[src/rtl/dram_pkg.sv]
// Shared definitions for the DRAM arbiter: client IDs and bus widths.
package dram_pkg;

    localparam int ADDR_W = 21;
    localparam int DATA_W = 16;

    typedef enum logic [1:0] {
        CL_NONE = 2'd0,
        CL_VID  = 2'd1,
        CL_CPU  = 2'd2,
        CL_DMA  = 2'd3
    } client_e;

endpackage

[src/rtl/dram_arb_sel.sv]
// Priority / starvation decision for one DRAM cycle; the grant ID is held
// from the evaluation phase until the next evaluation.
module dram_arb_sel
    import dram_pkg::*;
(
    input  logic    clk,
    input  logic    rst_n,
    input  logic    i_eval,
    input  logic    i_force_rfsh,
    input  logic    i_burst_hit,
    input  logic    i_vid_req,
    input  logic    i_cpu_req,
    input  logic    i_dma_req,
    output client_e o_sel,
    output client_e o_grant
);

    // Fixed priority: refresh slot, video, starved DMA, CPU, DMA.
    always_comb begin
        o_sel = CL_NONE;
        if (i_force_rfsh) begin
            o_sel = CL_NONE;
        end else if (i_vid_req) begin
            o_sel = CL_VID;
        end else if (i_dma_req && i_burst_hit) begin
            o_sel = CL_DMA;
        end else if (i_cpu_req) begin
            o_sel = CL_CPU;
        end else if (i_dma_req) begin
            o_sel = CL_DMA;
        end else begin
            o_sel = CL_NONE;
        end
    end

    // Hold the decision for the rest of the DRAM cycle.
    always_ff @(posedge clk) begin
        if (!rst_n) begin
            o_grant <= CL_NONE;
        end else if (i_eval) begin
            o_grant <= o_sel;
        end
    end

endmodule

[src/rtl/dram_arb.sv]
// Three-client arbiter in front of the 4-phase DRAM controller: one access
// per DRAM cycle, forced refresh slots, CPU burst limit, read data return.
module dram_arb
    import dram_pkg::*;
#(
    parameter int RFSH_PERIOD = 64,
    parameter int CPU_BURST   = 4
) (
    input  logic              clk,
    input  logic              rst_n,
    input  logic              c0,
    input  logic              c1,
    input  logic              c2,
    input  logic              c3,
    input  logic              vid_req,
    input  logic              cpu_req,
    input  logic              dma_req,
    input  logic [ADDR_W-1:0] vid_addr,
    input  logic [ADDR_W-1:0] cpu_addr,
    input  logic [ADDR_W-1:0] dma_addr,
    input  logic              cpu_rnw,
    input  logic              dma_rnw,
    input  logic [1:0]        cpu_bsel,
    input  logic [1:0]        dma_bsel,
    input  logic [DATA_W-1:0] cpu_wd,
    input  logic [DATA_W-1:0] dma_wd,
    output logic              vid_next,
    output logic              cpu_next,
    output logic              dma_next,
    output logic              vid_strb,
    output logic              cpu_strb,
    output logic              dma_strb,
    output logic [DATA_W-1:0] rddata,
    output logic              drm_req,
    output logic              drm_rnw,
    output logic [ADDR_W-1:0] drm_addr,
    output logic [1:0]        drm_bsel,
    output logic [DATA_W-1:0] drm_wd,
    input  logic [DATA_W-1:0] drm_rd
);

    localparam logic [7:0] RFSH_LAST = 8'(RFSH_PERIOD - 1);
    localparam logic [3:0] CPU_MAX   = 4'(CPU_BURST);

    logic       w_c2;
    logic       w_c3;
    logic       w_if_read;
    client_e    w_sel;
    client_e    w_grant;
    logic [7:0] r_rfsh_cnt;
    logic [3:0] r_cpu_run;
    client_e    r_if_owner;
    logic       r_if_rd;

    // Act only on a clean one-hot phase so a glitched decode cannot grant twice.
    assign w_c2      = c2 & ~(c0 | c1 | c3);
    assign w_c3      = c3 & ~(c0 | c1 | c2);
    assign w_if_read = r_if_rd && (r_if_owner != CL_NONE);

    dram_arb_sel u_sel (
        .clk          (clk),
        .rst_n        (rst_n),
        .i_eval       (w_c2),
        .i_force_rfsh (r_rfsh_cnt == RFSH_LAST),
        .i_burst_hit  (r_cpu_run == CPU_MAX),
        .i_vid_req    (vid_req),
        .i_cpu_req    (cpu_req),
        .i_dma_req    (dma_req),
        .o_sel        (w_sel),
        .o_grant      (w_grant)
    );

    // Request port to the controller, registered at c2 with the grant.
    always_ff @(posedge clk) begin
        if (!rst_n) begin
            drm_req  <= 1'b0;
            drm_rnw  <= 1'b1;
            drm_addr <= '0;
            drm_bsel <= 2'b00;
        end else if (w_c2) begin
            drm_req <= (w_sel != CL_NONE);
            case (w_sel)
                CL_VID: begin
                    drm_addr <= vid_addr;
                    drm_rnw  <= 1'b1;
                    drm_bsel <= 2'b11;
                end
                CL_CPU: begin
                    drm_addr <= cpu_addr;
                    drm_rnw  <= cpu_rnw;
                    drm_bsel <= cpu_bsel;
                end
                CL_DMA: begin
                    drm_addr <= dma_addr;
                    drm_rnw  <= dma_rnw;
                    drm_bsel <= dma_bsel;
                end
                default: begin
                    drm_addr <= '0;
                    drm_rnw  <= 1'b1;
                    drm_bsel <= 2'b00;
                end
            endcase
        end
    end

    // Refresh spacing and CPU burst counters, both stepped once per DRAM cycle.
    always_ff @(posedge clk) begin
        if (!rst_n) begin
            r_rfsh_cnt <= 8'd0;
            r_cpu_run  <= 4'd0;
        end else if (w_c2) begin
            r_rfsh_cnt <= (w_sel == CL_NONE) ? 8'd0 : r_rfsh_cnt + 8'd1;
            if ((w_sel == CL_DMA) || !dma_req) begin
                r_cpu_run <= 4'd0;
            end else if ((w_sel == CL_CPU) && (r_cpu_run != CPU_MAX)) begin
                r_cpu_run <= r_cpu_run + 4'd1;
            end
        end
    end

    // Accept pulses and read-return strobes: set at c2, live for the c3 clk only.
    always_ff @(posedge clk) begin
        if (!rst_n) begin
            {vid_next, cpu_next, dma_next} <= 3'b000;
            {vid_strb, cpu_strb, dma_strb} <= 3'b000;
            rddata                         <= '0;
        end else if (w_c2) begin
            vid_next <= (w_sel == CL_VID);
            cpu_next <= (w_sel == CL_CPU);
            dma_next <= (w_sel == CL_DMA);
            vid_strb <= w_if_read && (r_if_owner == CL_VID);
            cpu_strb <= w_if_read && (r_if_owner == CL_CPU);
            dma_strb <= w_if_read && (r_if_owner == CL_DMA);
            if (w_if_read) begin
                rddata <= drm_rd;
            end
        end else begin
            {vid_next, cpu_next, dma_next} <= 3'b000;
            {vid_strb, cpu_strb, dma_strb} <= 3'b000;
        end
    end

    // In-flight tracker and write data, taken at c3 from the held grant.
    always_ff @(posedge clk) begin
        if (!rst_n) begin
            r_if_owner <= CL_NONE;
            r_if_rd    <= 1'b0;
            drm_wd     <= '0;
        end else if (w_c3) begin
            r_if_owner <= w_grant;
            r_if_rd    <= drm_rnw;
            case (w_grant)
                CL_CPU:  drm_wd <= cpu_wd;
                CL_DMA:  drm_wd <= dma_wd;
                default: drm_wd <= drm_wd;
            endcase
        end
    end

endmodule
[config.mk]
export PLATFORM = sky130hd
export DESIGN_NAME = dram_arb
export DESIGN_NICKNAME = d
export VERILOG_FILES = /design/src/rtl/dram_pkg.sv /design/src/rtl/dram_arb_sel.sv /design/src/rtl/dram_arb.sv
export SDC_FILE = /design/constraint.sdc
export NUM_CORES = 1
export LEC_CHECK = 0
export ABC_AREA = 1
export CAP_MARGIN = 20
export CORE_ASPECT_RATIO = 0.75
export CORE_MARGIN = 5
export CORE_UTILIZATION = 41
export DETAILED_ROUTE_END_ITERATION = 10
export PLACE_DENSITY = 0.81
export RECOVER_POWER = 25
export SLEW_MARGIN = 10
export SYNTH_ARGS = -nofsm -noshare
export SYNTH_HDL_FRONTEND = slang
export SYNTH_SLANG_ARGS = --single-unit
export TNS_END_PERCENT = 10
[constraint.sdc]
create_clock -name clk -period 1.9 [get_ports clk]
set_clock_uncertainty 0.05 [all_clocks]
set_input_delay 0.38 -clock clk [delete_from_list [all_inputs] [get_ports clk]]
set_output_delay 0.38 -clock clk [all_outputs]
set_load 0.01 [all_outputs]
==> flow_summary.json, run 1 <==
{
  "syn_avg_cell_area_um2": 7.14,
  "critical_path.startpoint_type": "input pin",
  "finalNetCount": 869,
  "yosys_register_bits": 80,
  "first_pass_iters": 4,
  "placer_congestion_estimate": 0.936,
  "io_pins": 189,
  "die-height_um": 94.6,
  "setup_violations": 0,
  "pin_count_of_the_biggest_net_entering_global_routing": 34,
  "final_hold_viol_count": 0,
  "final-max-slew-violation-count": 0,
  "number_of_drc_violations_after_detailed_routing": 0,
  "path_max_fanout": 9,
  "area.growth.synth_to_final_pct": 64.0,
  "grtUsageTotal_pct": 23.2,
  "synth_largest_area_cell": "sky130_fd_sc_hd__dfxtp_1",
  "yosys-mux-area-fraction_pct": 0,
  "first_iter_violations": 313,
  "yosys.area.top_type_share_pct": 40.9,
  "maxSlewHeadroom_pct": 61.7,
  "die_x_um": 123,
  "global_route_wire_length_before_repair_um": 21800,
  "h-tree-depth": 3,
  "synth_area_in_compound_gates_pct": 13.5,
  "tritoncts": "done",
  "syn_nets": 677,
  "fmax_ghz": 0.555,
  "synth_top_family_by_area": "simple AND/OR/NAND/NOR gates",
  "run_status": "completed",
  "clock_path_buffers": 2,
  "drv.max_cap_violation_count": 0,
  "first_global_vias": 4548,
  "detailed_placement_wirelength_estimate_um": 10500,
  "synth_enable_flop_cells": 0,
  "vdd_drop_max_v": 0.000380,
  "dpl.cell_count": 857,
  "grt_remaining_overflow": 0,
  "clkTransAtPathRegs_ns": 0.06,
  "postSynth.topFlopCell": "sky130_fd_sc_hd__dfxtp_1",
  "worst-endpoint-required_ns": 2.11,
  "yosys.area_share.xor_xnor_pct": 0.895,
  "hold_slack_ns": 0.389,
  "vias_per_cell": 5.27,
  "clk_latency_ns": 0.33,
  "final_critical_path_share_of_the_clock_period_pct": 94.8,
  "cts_setup_buffers": 0,
  "criticalPathCategory": "in2reg",
  "syn-cell-area_um2": 3920,
  "commonest_non_fill_non_tap_cell_in_the_layout": "sky130_fd_sc_hd__clkdlybuf4s50_1",
  "antenna_violating_nets_post_route": 0,
  "syn_inst": 548,
  "grt_antenna_before_repair": 0,
  "synth_async_sr_flop_share_pct": 0,
  "floorplan.initialDensity_pct": 42.6,
  "total_wire_length_um": 13800,
  "clock_root_buffer": "sky130_fd_sc_hd__clkbuf_16",
  "fp.dieArea_um2": 11600,
  "worst_hold_path_type": "reg2reg",
  "std_cell_rows": 30,
  "worst_slew_pin_slew_ns": 0.572,
  "synthTopCellsByArea": "sky130_fd_sc_hd__dfxtp_1 41%, sky130_fd_sc_hd__nand3_1 9.6%, sky130_fd_sc_hd__a21oi_1 9.1%",
  "synthAdderAreaFrac_pct": 0.959,
  "antenna_cells": 0,
  "area_inside_the_core_boundary_um2": 9200,
  "grt_setup_unrepaired": "no",
  "synth.yosys.warnings": 0,
  "leakagePower_nw": 2.55,
  "power.density_nw_per_um2": 653,
  "fin_crit_ns": 1.80,
  "post_route_cells_drive_above_1_share_pct": 9.53,
  "share_of_the_yosys_chip_area_belonging_to_registers_pct": 40.9,
  "worst-endpoint-arrival_ns": 2.01,
  "cts_buf_count": 9,
  "via_count": 4599,
  "routed_wire_length_per_instance_um": 15.8,
  "totalNegativeSetupSlack_ns": 0,
  "distinct_cell_type_count_of_the_synthesized_netlist": 30,
  "fin_cells": 873,
  "setup.worst_path.end_class": "flop",
  "clock_sink_count": 80,
  "port-buffer-count": 188,
  "synth-simple-area-share_pct": 35.7,
  "most-common-layout-cells": "159 x sky130_fd_sc_hd__clkdlybuf4s50_1, 93 x sky130_fd_sc_hd__nand2_1, 80 x sky130_fd_sc_hd__dfxtp_1"
}
[timing repair]
item	CTS	global route
setup endpoints to repair	0	3
gates resized for setup	0	1
hold buffers	0	0
[flip-flops by register name (all words and copies together), names as in the netlist]
register,count
cpu_next,1
cpu_strb,1
dma_next,1
dma_strb,1
drm_addr,21
drm_bsel,2
drm_req,1
drm_rnw,1
drm_wd,16
r_cpu_run,4
r_if_owner,2
r_if_rd,1
r_rfsh_cnt,8
rddata,16
u_sel.o_grant,2
vid_next,1
vid_strb,1
[cell families after synthesis]
| group | after synthesis |
|---|---|
| adders and majority gates | 3 |
| DFF | 80 |
| AOI/OAI and AO/OA | 99 |
| xor gates and xnor gates | 4 |
| and+or+nand+nor | 291 |
| buffers and inverters | 71 |
[where the power goes]
| part | internal (mW) | leakage (nW) | switching, mW |
|---|---|---|---|
| Combinational | 0.371 | 1.75 | 0.261 |
| Clock | 1.15 | 0.156 | 0.702 |
| Sequential | 1.69 | 0.645 | 0.0125 |
| Total | 3.22 | 2.55 | 0.976 |
[metrics by stage]
| step | setup WS, ns | utilization (%) | instance area (um^2) | power, mW |
|---|---|---|---|---|
| final | 0.0987 | 69.8 | 6420 | 4.19 |
| after global routing | 0.0130 | 69.8 | 6420 | 4.34 |
| after CTS | 0.115 | 69.8 | 6420 | 4.21 |
| after detailed placement | -0.203 | 66.3 | 6100 | 2.37 |
| after global placement | -0.114 | 66.3 | 6100 | 2.36 |
| after floorplan | 0.408 | - | 3920 | 1.97 |
[critical path, stage by stage]
cell                              delay, ns
sky130_fd_sc_hd__clkdlybuf4s50_1       0.58
sky130_fd_sc_hd__nand4_2               0.15
sky130_fd_sc_hd__nand3_4               0.15
sky130_fd_sc_hd__buf_4                 0.13
sky130_fd_sc_hd__nand2_2               0.06
sky130_fd_sc_hd__o21ai_4               0.25
sky130_fd_sc_hd__nand3_1               0.13
sky130_fd_sc_hd__a21oi_1               0.15
[final timing paths]
check | start | end | slack [ns] | cells after the start
max | dma_req | r_rfsh_cnt[2] | 0.1 | 8
min | r_if_owner[0] | cpu_strb | 0.39 | 1
max reg2reg | r_cpu_run[0] | r_rfsh_cnt[2] | 0.12 | 9
min reg2reg | r_if_owner[0] | cpu_strb | 0.39 | 1
[synth_stat cells (2+ instances only)]
master	count
sky130_fd_sc_hd__nand2_1	93
sky130_fd_sc_hd__dfxtp_1	80
sky130_fd_sc_hd__nand3_1	75
sky130_fd_sc_hd__a21oi_1	71
sky130_fd_sc_hd__nor2_1	60
sky130_fd_sc_hd__nand4_1	42
sky130_fd_sc_hd__inv_1	24
sky130_fd_sc_hd__o21ai_0	22
sky130_fd_sc_hd__buf_2	20
sky130_fd_sc_hd__clkbuf_1	15
sky130_fd_sc_hd__buf_4	5
sky130_fd_sc_hd__inv_2	5
sky130_fd_sc_hd__nand3_2	4
sky130_fd_sc_hd__nand3b_1	4
sky130_fd_sc_hd__xor2_1	4
sky130_fd_sc_hd__ha_1	3
sky130_fd_sc_hd__nor2_2	3
sky130_fd_sc_hd__nor4_1	3
sky130_fd_sc_hd__a31oi_1	2
sky130_fd_sc_hd__nand3_4	2
sky130_fd_sc_hd__o21ai_4	2
[layer usage]
| metal | wire length [um] | vias up | track usage [%] |
|---|---|---|---|
| met2 | 6650 | 170 | 39.6 |
| met4 | 247 | 0 | 6.43 |
| met5 | 0 | - | 0 |
| li1 | - | 2260 | - |
| met1 | 5900 | 2151 | 28.9 |
| met3 | 952 | 18 | 6.35 |
[cell type report]
type,instances,area (um^2)
clock buffer,9,225
fill,724,2780
sequential,80,1600
inverter,29,111
multi-input combinational,397,2000
tap,128,160
timing repair buffer,223,2230
clock inverter,7,95.1
No activity file was read; power rests on OpenSTA's default activity.
==> inputs of run 2 (changes only) <==
--- a/config.mk
+++ b/config.mk
@@ -9,9 +9,9 @@
 export CAP_MARGIN = 20
 export CORE_ASPECT_RATIO = 0.75
 export CORE_MARGIN = 5
-export CORE_UTILIZATION = 41
+export CORE_UTILIZATION = 37
 export DETAILED_ROUTE_END_ITERATION = 10
-export PLACE_DENSITY = 0.81
+export PLACE_DENSITY = 0.77
 export RECOVER_POWER = 25
 export SLEW_MARGIN = 10
 export SYNTH_ARGS = -nofsm -noshare
==> constraint.sdc (replaced) <==
create_clock -name clk -period 1.5 [get_ports clk]
set_clock_uncertainty 0.05 [all_clocks]
set_input_delay 0.3 -clock clk [delete_from_list [all_inputs] [get_ports clk]]
set_output_delay 0.3 -clock clk [all_outputs]
set_load 0.01 [all_outputs]
==> run 2 against run 1 <==
Compared with the run above: the run now ends with negative setup slack left; first-iteration DRC count increased by 12%; global-route usage decreased by 1.3 points; flip-flop and latch count unchanged; core utilization decreased by 1.9 points; via count increased by 5.0%; power increased by 29%; highest routed layer unchanged.
==> flow_summary.json, run 2 (synthesized netlist as in run 1, its figures left out) <==
{
  "run_status": "complete, but fails checks",
  "violations": "negative setup slack",
  "clock_root_buffer": "sky130_fd_sc_hd__clkbuf_16",
  "h-tree-depth": 3,
  "totalNegativeSetupSlack_ns": -1.17,
  "use_met1_pct": 26.3,
  "final-max-slew-violation-count": 0,
  "power.density_nw_per_um2": 770,
  "placer_congestion_estimate": 0.900,
  "tritoncts": "done",
  "gr-usage-met2_pct": 37.9,
  "vias_per_cell": 5.23,
  "pin_count_of_the_biggest_net_entering_global_routing": 41,
  "leakagePower_nw": 3.02,
  "largest_register_ffs": 21,
  "setup_violations": 32,
  "cts_buf_count": 9,
  "fin_total_pwr_mw": 5.40,
  "first_pass_iters": 7,
  "hold_slack_ns": 0.375,
  "final_hold_viol_count": 0,
  "via_count": 4829,
  "global_route_wire_length_before_repair_um": 23100,
  "fill_cells": 810,
  "vdd_drop_max_v": 0.000610,
  "grtUsageMet3_pct": 6.01,
  "die_x_um": 129,
  "clock_path_buffers": 2,
  "post-route-worst-setup-slack_ns": -0.0990,
  "area.growth.synth_to_final_pct": 79.1,
  "grtUsageTotal_pct": 21.9,
  "clkTransAtPathRegs_ns": 0.06,
  "post_route_cells_drive_above_1_share_pct": 20.2,
  "first_iter_violations": 351,
  "fmax_ghz": 0.625,
  "area_inside_the_core_boundary_um2": 10300,
  "worst_slew_pin_slew_ns": 0.512,
  "detailed_placement_wirelength_estimate_um": 10400,
  "most-common-layout-cells": "123 x sky130_fd_sc_hd__clkdlybuf4s50_1, 86 x sky130_fd_sc_hd__nand2_1, 75 x sky130_fd_sc_hd__dfxtp_1",
  "antenna_cells": 0,
  "finalNetCount": 912,
  "worst-endpoint-arrival_ns": 1.81,
  "first_global_vias": 4887,
  "ff2ff_setup_slack_ns": -0.1,
  "grt_setup_unrepaired": "yes",
  "grt_remaining_overflow": 0,
  "critical_path.startpoint_type": "flop",
  "die-height_um": 99.1,
  "criticalPathCategory": "reg2reg",
  "port-buffer-count": 188,
  "max_flop_register": "drm_addr",
  "grt_antenna_before_repair": 0,
  "commonest_non_fill_non_tap_cell_in_the_layout": "sky130_fd_sc_hd__clkdlybuf4s50_1",
  "largest_registers": "drm_addr x21, drm_wd x16, rddata x16",
  "worst-endpoint-required_ns": 1.71,
  "drv.max_cap_violation_count": 0,
  "worst_hold_path_type": "reg2reg",
  "antenna_violating_nets_post_route": 0,
  "number_of_drc_violations_after_detailed_routing": 0,
  "clock_sink_count": 80,
  "fin_crit_ns": 1.60,
  "final_critical_path_share_of_the_clock_period_pct": 107,
  "std_cell_rows": 32,
  "floorplan.initialDensity_pct": 37.9,
  "fp.dieArea_um2": 12800,
  "routed_wire_length_per_instance_um": 15.9,
  "maxSlewHeadroom_pct": 65.8,
  "final-seq-area_um2": 1610,
  "gr-max-usage-layer": "met2",
  "setup.worst_path.end_class": "flop",
  "clk_latency_ns": 0.33,
  "io_pins": 189,
  "path_max_fanout": 7,
  "total_wire_length_um": 14600,
  "multiInputGateArea_um2": 2270
}
run 2: routing by layer:
metal,wire length (um),up-vias
met3,1070,33
met4,350,0
met2,7360,194
met1,5860,2252
li1,-,2350
met5,0,-
run 2: final timing paths:
path                  from            end  cells past startpoint
min reg2reg  r_if_owner[0]       cpu_strb                      1
min          r_if_owner[0]       cpu_strb                      1
max           r_cpu_run[0]  r_rfsh_cnt[4]                      9
max reg2reg   r_cpu_run[0]  r_rfsh_cnt[4]                      9
run 2: layout make-up:
cell class                 count  share of cell area, %
clock buffer                  10                   3.41
clock inverter                 5                   1.12
inverter                      29                   1.80
multi-input combinational    399                   32.3
sequential                    80                   22.9
tap                          136                   2.43
timing repair buffer         264                   36.0
run 2: worst max-delay path, cell delays in order (launching register included):
cell and delay, ns:
sky130_fd_sc_hd__dfxtp_2 0.32, sky130_fd_sc_hd__inv_2 0.07, sky130_fd_sc_hd__ha_4 0.15, sky130_fd_sc_hd__nand4_4 0.08, sky130_fd_sc_hd__nand3_4 0.16, sky130_fd_sc_hd__buf_6 0.14
sky130_fd_sc_hd__nand2_8 0.06, sky130_fd_sc_hd__o21ai_4 0.21, sky130_fd_sc_hd__nand3b_1 0.15, sky130_fd_sc_hd__a21oi_2 0.13
run 2: per-stage QoR:
stage	cell area, um^2	utilization [%]	setup slack (ns)	std cells
6_report	7010	67.9	-0.0990	923
5_1_grt	7010	67.9	-0.168	923
2_1_floorplan	3920	-	0.00787	548
3_3_place_gp	6260	60.6	-0.452	892
3_5_place_dp	6260	60.6	-0.563	892
4_1_cts	6830	66.1	-0.100	917
run 2: power breakdown:
group	internal (mW)	switching, mW	total [mW]
clock network	1.49	0.863	2.36
logic	0.511	0.368	0.879
registers	2.15	0.0133	2.16
run 2: timing repair:
action                                  4_1_cts  5_1_grt
pin swaps                                    13       20
setup buffers                                 7        6
gates resized for setup                      80       71
hold buffers                                  0        0
gates cloned                                  3        1
endpoints found under the setup margin      124      104
==> inputs of run 3 (changes only) <==
--- a/config.mk
+++ b/config.mk
@@ -5,16 +5,17 @@
 export SDC_FILE = /design/constraint.sdc
 export NUM_CORES = 1
 export LEC_CHECK = 0
-export ABC_AREA = 1
+export ABC_AREA = 0
 export CAP_MARGIN = 20
 export CORE_ASPECT_RATIO = 0.75
 export CORE_MARGIN = 5
-export CORE_UTILIZATION = 37
+export CORE_UTILIZATION = 36
 export DETAILED_ROUTE_END_ITERATION = 10
 export PLACE_DENSITY = 0.77
 export RECOVER_POWER = 25
 export SLEW_MARGIN = 10
 export SYNTH_ARGS = -nofsm -noshare
 export SYNTH_HDL_FRONTEND = slang
+export SYNTH_HIERARCHICAL = 1
 export SYNTH_SLANG_ARGS = --single-unit
 export TNS_END_PERCENT = 10
==> constraint.sdc (replaced) <==
create_clock -name clk -period 1.3 [get_ports clk]
set_clock_uncertainty 0.05 [all_clocks]
set_input_delay 0.26 -clock clk [delete_from_list [all_inputs] [get_ports clk]]
set_output_delay 0.26 -clock clk [all_outputs]
set_load 0.01 [all_outputs]
==> run 3 against run 2 <==
Compared with the run above: the flow still finishes with violations (negative setup slack); critical path depth grew 3; worst setup slack got worse by 0.84 ns; fmax down 29%; sequential power is 16% higher; area after synthesis is 8.6% lower; cell count down 13%; synthesized cell count fell by 22%; combinational power rose by 16%; global-route usage fell by 0.86 points; highest routed layer unchanged.
==> flow_summary.json, run 3 <==
{
  "share_of_the_yosys_chip_area_belonging_to_registers_pct": 44.7,
  "first_global_vias": 4066,
  "synth_largest_area_cell": "sky130_fd_sc_hd__dfxtp_1",
  "worst_hold_path_type": "reg2reg",
  "worst-endpoint-required_ns": 1.47,
  "die-height_um": 96.4,
  "h-tree-depth": 3,
  "finalNetCount": 795,
  "first_pass_iters": 4,
  "finish.utilization_pct": 70.1,
  "global_route_wire_length_before_repair_um": 20500,
  "syn_nets": 557,
  "critical_path.startpoint_type": "flop",
  "detailed_placement_wirelength_estimate_um": 9740,
  "cts_buf_count": 9,
  "path_max_fanout": 8,
  "netSwitchingPower_mw": 1.40,
  "final_critical_path_share_of_the_clock_period_pct": 172,
  "clock_sink_count": 80,
  "routed_wire_length_per_instance_um": 17.1,
  "ff2ff_setup_slack_ns": -0.94,
  "io_pins": 189,
  "placer_congestion_estimate": 0.798,
  "leakagePower_nw": 2.73,
  "synthTopCellsByArea": "sky130_fd_sc_hd__dfxtp_1 45%, sky130_fd_sc_hd__mux2_2 6.6%, sky130_fd_sc_hd__nand2_1 6.6%",
  "clkTransAtPathRegs_ns": 0.06,
  "syn-cell-area_um2": 3580,
  "tritoncts": "done",
  "yosys.area.top_type_share_pct": 44.7,
  "post_route_cells_drive_above_1_share_pct": 26.0,
  "fill_cells": 761,
  "synth_async_sr_flop_share_pct": 0,
  "ys_top_cells_by_count": "80 x sky130_fd_sc_hd__dfxtp_1, 63 x sky130_fd_sc_hd__nand2_1, 50 x sky130_fd_sc_hd__nor2_1",
  "fin_crit_ns": 2.24,
  "syn_inst": 428,
  "commonest_non_fill_non_tap_cell_in_the_layout": "sky130_fd_sc_hd__clkdlybuf4s50_1",
  "port-buffer-count": 188,
  "grt_antenna_before_repair": 0,
  "drv.max_cap_violation_count": 0,
  "cell_with_the_most_instances_after_synthesis": "sky130_fd_sc_hd__dfxtp_1",
  "postSynth.topFlopCell": "sky130_fd_sc_hd__dfxtp_1",
  "setup_violations": 74,
  "fmax_ghz": 0.447,
  "largest_registers": "drm_addr x21, drm_wd x16, rddata x16",
  "seq_power_share_pct": 40.2,
  "yosys_register_bits": 80,
  "distinct_cell_type_count_of_the_synthesized_netlist": 40,
  "criticalPathCategory": "reg2reg",
  "power.density_nw_per_um2": 916,
  "first_iter_violations": 257,
  "worst-endpoint-arrival_ns": 2.41,
  "final-max-slew-violation-count": 0,
  "run_status": "complete, but fails checks",
  "most-common-layout-cells": "121 x sky130_fd_sc_hd__clkdlybuf4s50_1, 76 x sky130_fd_sc_hd__dfxtp_1, 61 x sky130_fd_sc_hd__nand2_1",
  "post-route-worst-setup-slack_ns": -0.938,
  "vdd_drop_max_v": 0.000794,
  "max_flop_register": "drm_addr",
  "fp.dieArea_um2": 12100,
  "syn_avg_cell_area_um2": 8.36,
  "clock_path_buffers": 2,
  "pin_count_of_the_biggest_net_entering_global_routing": 33,
  "setup.worst_path.end_class": "flop",
  "synth.yosys.warnings": 6,
  "maxSlewHeadroom_pct": 70.8,
  "antenna_cells": 0,
  "grt_setup_unrepaired": "yes",
  "grt_remaining_overflow": 0,
  "switching_share_pct": 22.5,
  "final_hold_viol_count": 0,
  "grtUsageTotal_pct": 21.1,
  "power.combinational.fraction_pct": 16.4,
  "number_of_drc_violations_after_detailed_routing": 0,
  "floorplan.initialDensity_pct": 36.9,
  "cell_internal_power_dissipation_mw": 4.83,
  "totalNegativeSetupSlack_ns": -38.27,
  "worst_slew_pin_slew_ns": 0.434,
  "die_x_um": 125,
  "synth_enable_flop_cells": 0,
  "clk_latency_ns": 0.33,
  "clock_root_buffer": "sky130_fd_sc_hd__clkbuf_16",
  "via_count": 4154,
  "area_inside_the_core_boundary_um2": 9700,
  "vias_per_cell": 5.18,
  "violations": "negative setup slack",
  "total_wire_length_um": 13700,
  "area.growth.synth_to_final_pct": 89.8,
  "pwr-share-clk_pct": 43.4,
  "antenna_violating_nets_post_route": 0,
  "std_cell_rows": 31,
  "largest_register_ffs": 21
}
run 3: cell types whose count changed in the layout (fill, tap and decap cells not counted), moves of 18 or more:
cell | previous run | this run
sky130_fd_sc_hd__a221oi_2 | 0 | 20
sky130_fd_sc_hd__inv_1 | 20 | 2
sky130_fd_sc_hd__nand4_1 | 42 | 3
sky130_fd_sc_hd__nor3_1 | 0 | 22
sky130_fd_sc_hd__a21oi_1 | 58 | 25
sky130_fd_sc_hd__nand3_1 | 67 | 19
sky130_fd_sc_hd__clkdlybuf4s15_1 | 0 | 23
sky130_fd_sc_hd__nand2_1 | 86 | 61
run 3: cell type report:
type | count | area (um^2) | share of cell area [%]
tap | 132 | 165 | 2.43
clock inverter | 5 | 81.3 | 1.20
timing repair buffer | 262 | 2500 | 36.8
sequential | 80 | 1610 | 23.7
inverter | 6 | 26.3 | 0.387
multi-input combinational | 307 | 2180 | 32.0
clock buffer | 10 | 239 | 3.52
run 3: cells by family after synthesis:
| group | Yosys count | synth area share, % |
|---|---|---|
| flip-flops | 80 | 44.7 |
| buffers and inverters | 41 | 4.54 |
| multiplexers | 25 | 7.72 |
| AND/OR/NAND/NOR | 189 | 24.5 |
| AO/OA/AOI/OAI | 90 | 17.4 |
| adder cells (fa/ha/maj) | 3 | 1.05 |
run 3: power by group through the flow:
stage	Sequential (mW)	Clock, mW	Combinational, mW
floorplan	2.57	0	0.332
finish	2.50	2.70	1.02
global placement	2.56	0	0.925
global route	2.50	2.89	1.08
detailed placement	2.56	0	0.941
CTS	2.50	2.75	0.940
run 3: per-layer routing:
layer | vias to the layer above | routed length [um] | GRT usage, %
met5 | - | 0 | 0
met2 | 143 | 6930 | 36.8
met1 | 1965 | 5770 | 25.2
li1 | 2024 | - | -
met4 | 0 | 235 | 6.50
met3 | 22 | 788 | 6.49
run 3: what timing repair did:
item,in CTS,in global routing
gates cloned,0,1
endpoints found under the setup margin,143,102
gates resized for setup,90,58
setup buffers,0,17
pin swaps,36,25
hold buffers,0,0
run 3: final timing paths:
kind,start,endpoint,depth (start not counted)
worst max register to register,r_rfsh_cnt[1],r_rfsh_cnt[2],12
worst min register to register,r_if_owner[1],vid_strb,1
worst min-delay path,r_if_owner[1],vid_strb,1
worst max-delay path,r_rfsh_cnt[1],r_rfsh_cnt[2],12
run 3: critical path, stage by stage, from the launching register on:
cell	delay, ns
sky130_fd_sc_hd__dfxtp_4	0.36
sky130_fd_sc_hd__ha_4	0.13
sky130_fd_sc_hd__and3_4	0.20
sky130_fd_sc_hd__nand3_4	0.10
sky130_fd_sc_hd__nor3_4	0.25
sky130_fd_sc_hd__buf_6	0.15
sky130_fd_sc_hd__nor3_4	0.04
sky130_fd_sc_hd__buf_12	0.14
sky130_fd_sc_hd__buf_6	0.11
sky130_fd_sc_hd__nor2_4	0.27
sky130_fd_sc_hd__nor2_4	0.10
sky130_fd_sc_hd__nand3b_1	0.14
sky130_fd_sc_hd__a21oi_2	0.09
run 3: per-stage QoR:
stage	std cells	hold WS, ns	power, mW	setup slack, ns	instance area, um^2
finish	802	0.391	6.23	-0.938	6800
detailed placement	771	0.381	3.50	-1.15	6230
CTS	786	0.391	6.20	-0.884	6530
global placement	771	0.369	3.48	-1.08	6230
global route	802	0.416	6.48	-1.05	6800
floorplan	428	0.338	2.90	-0.776	3850
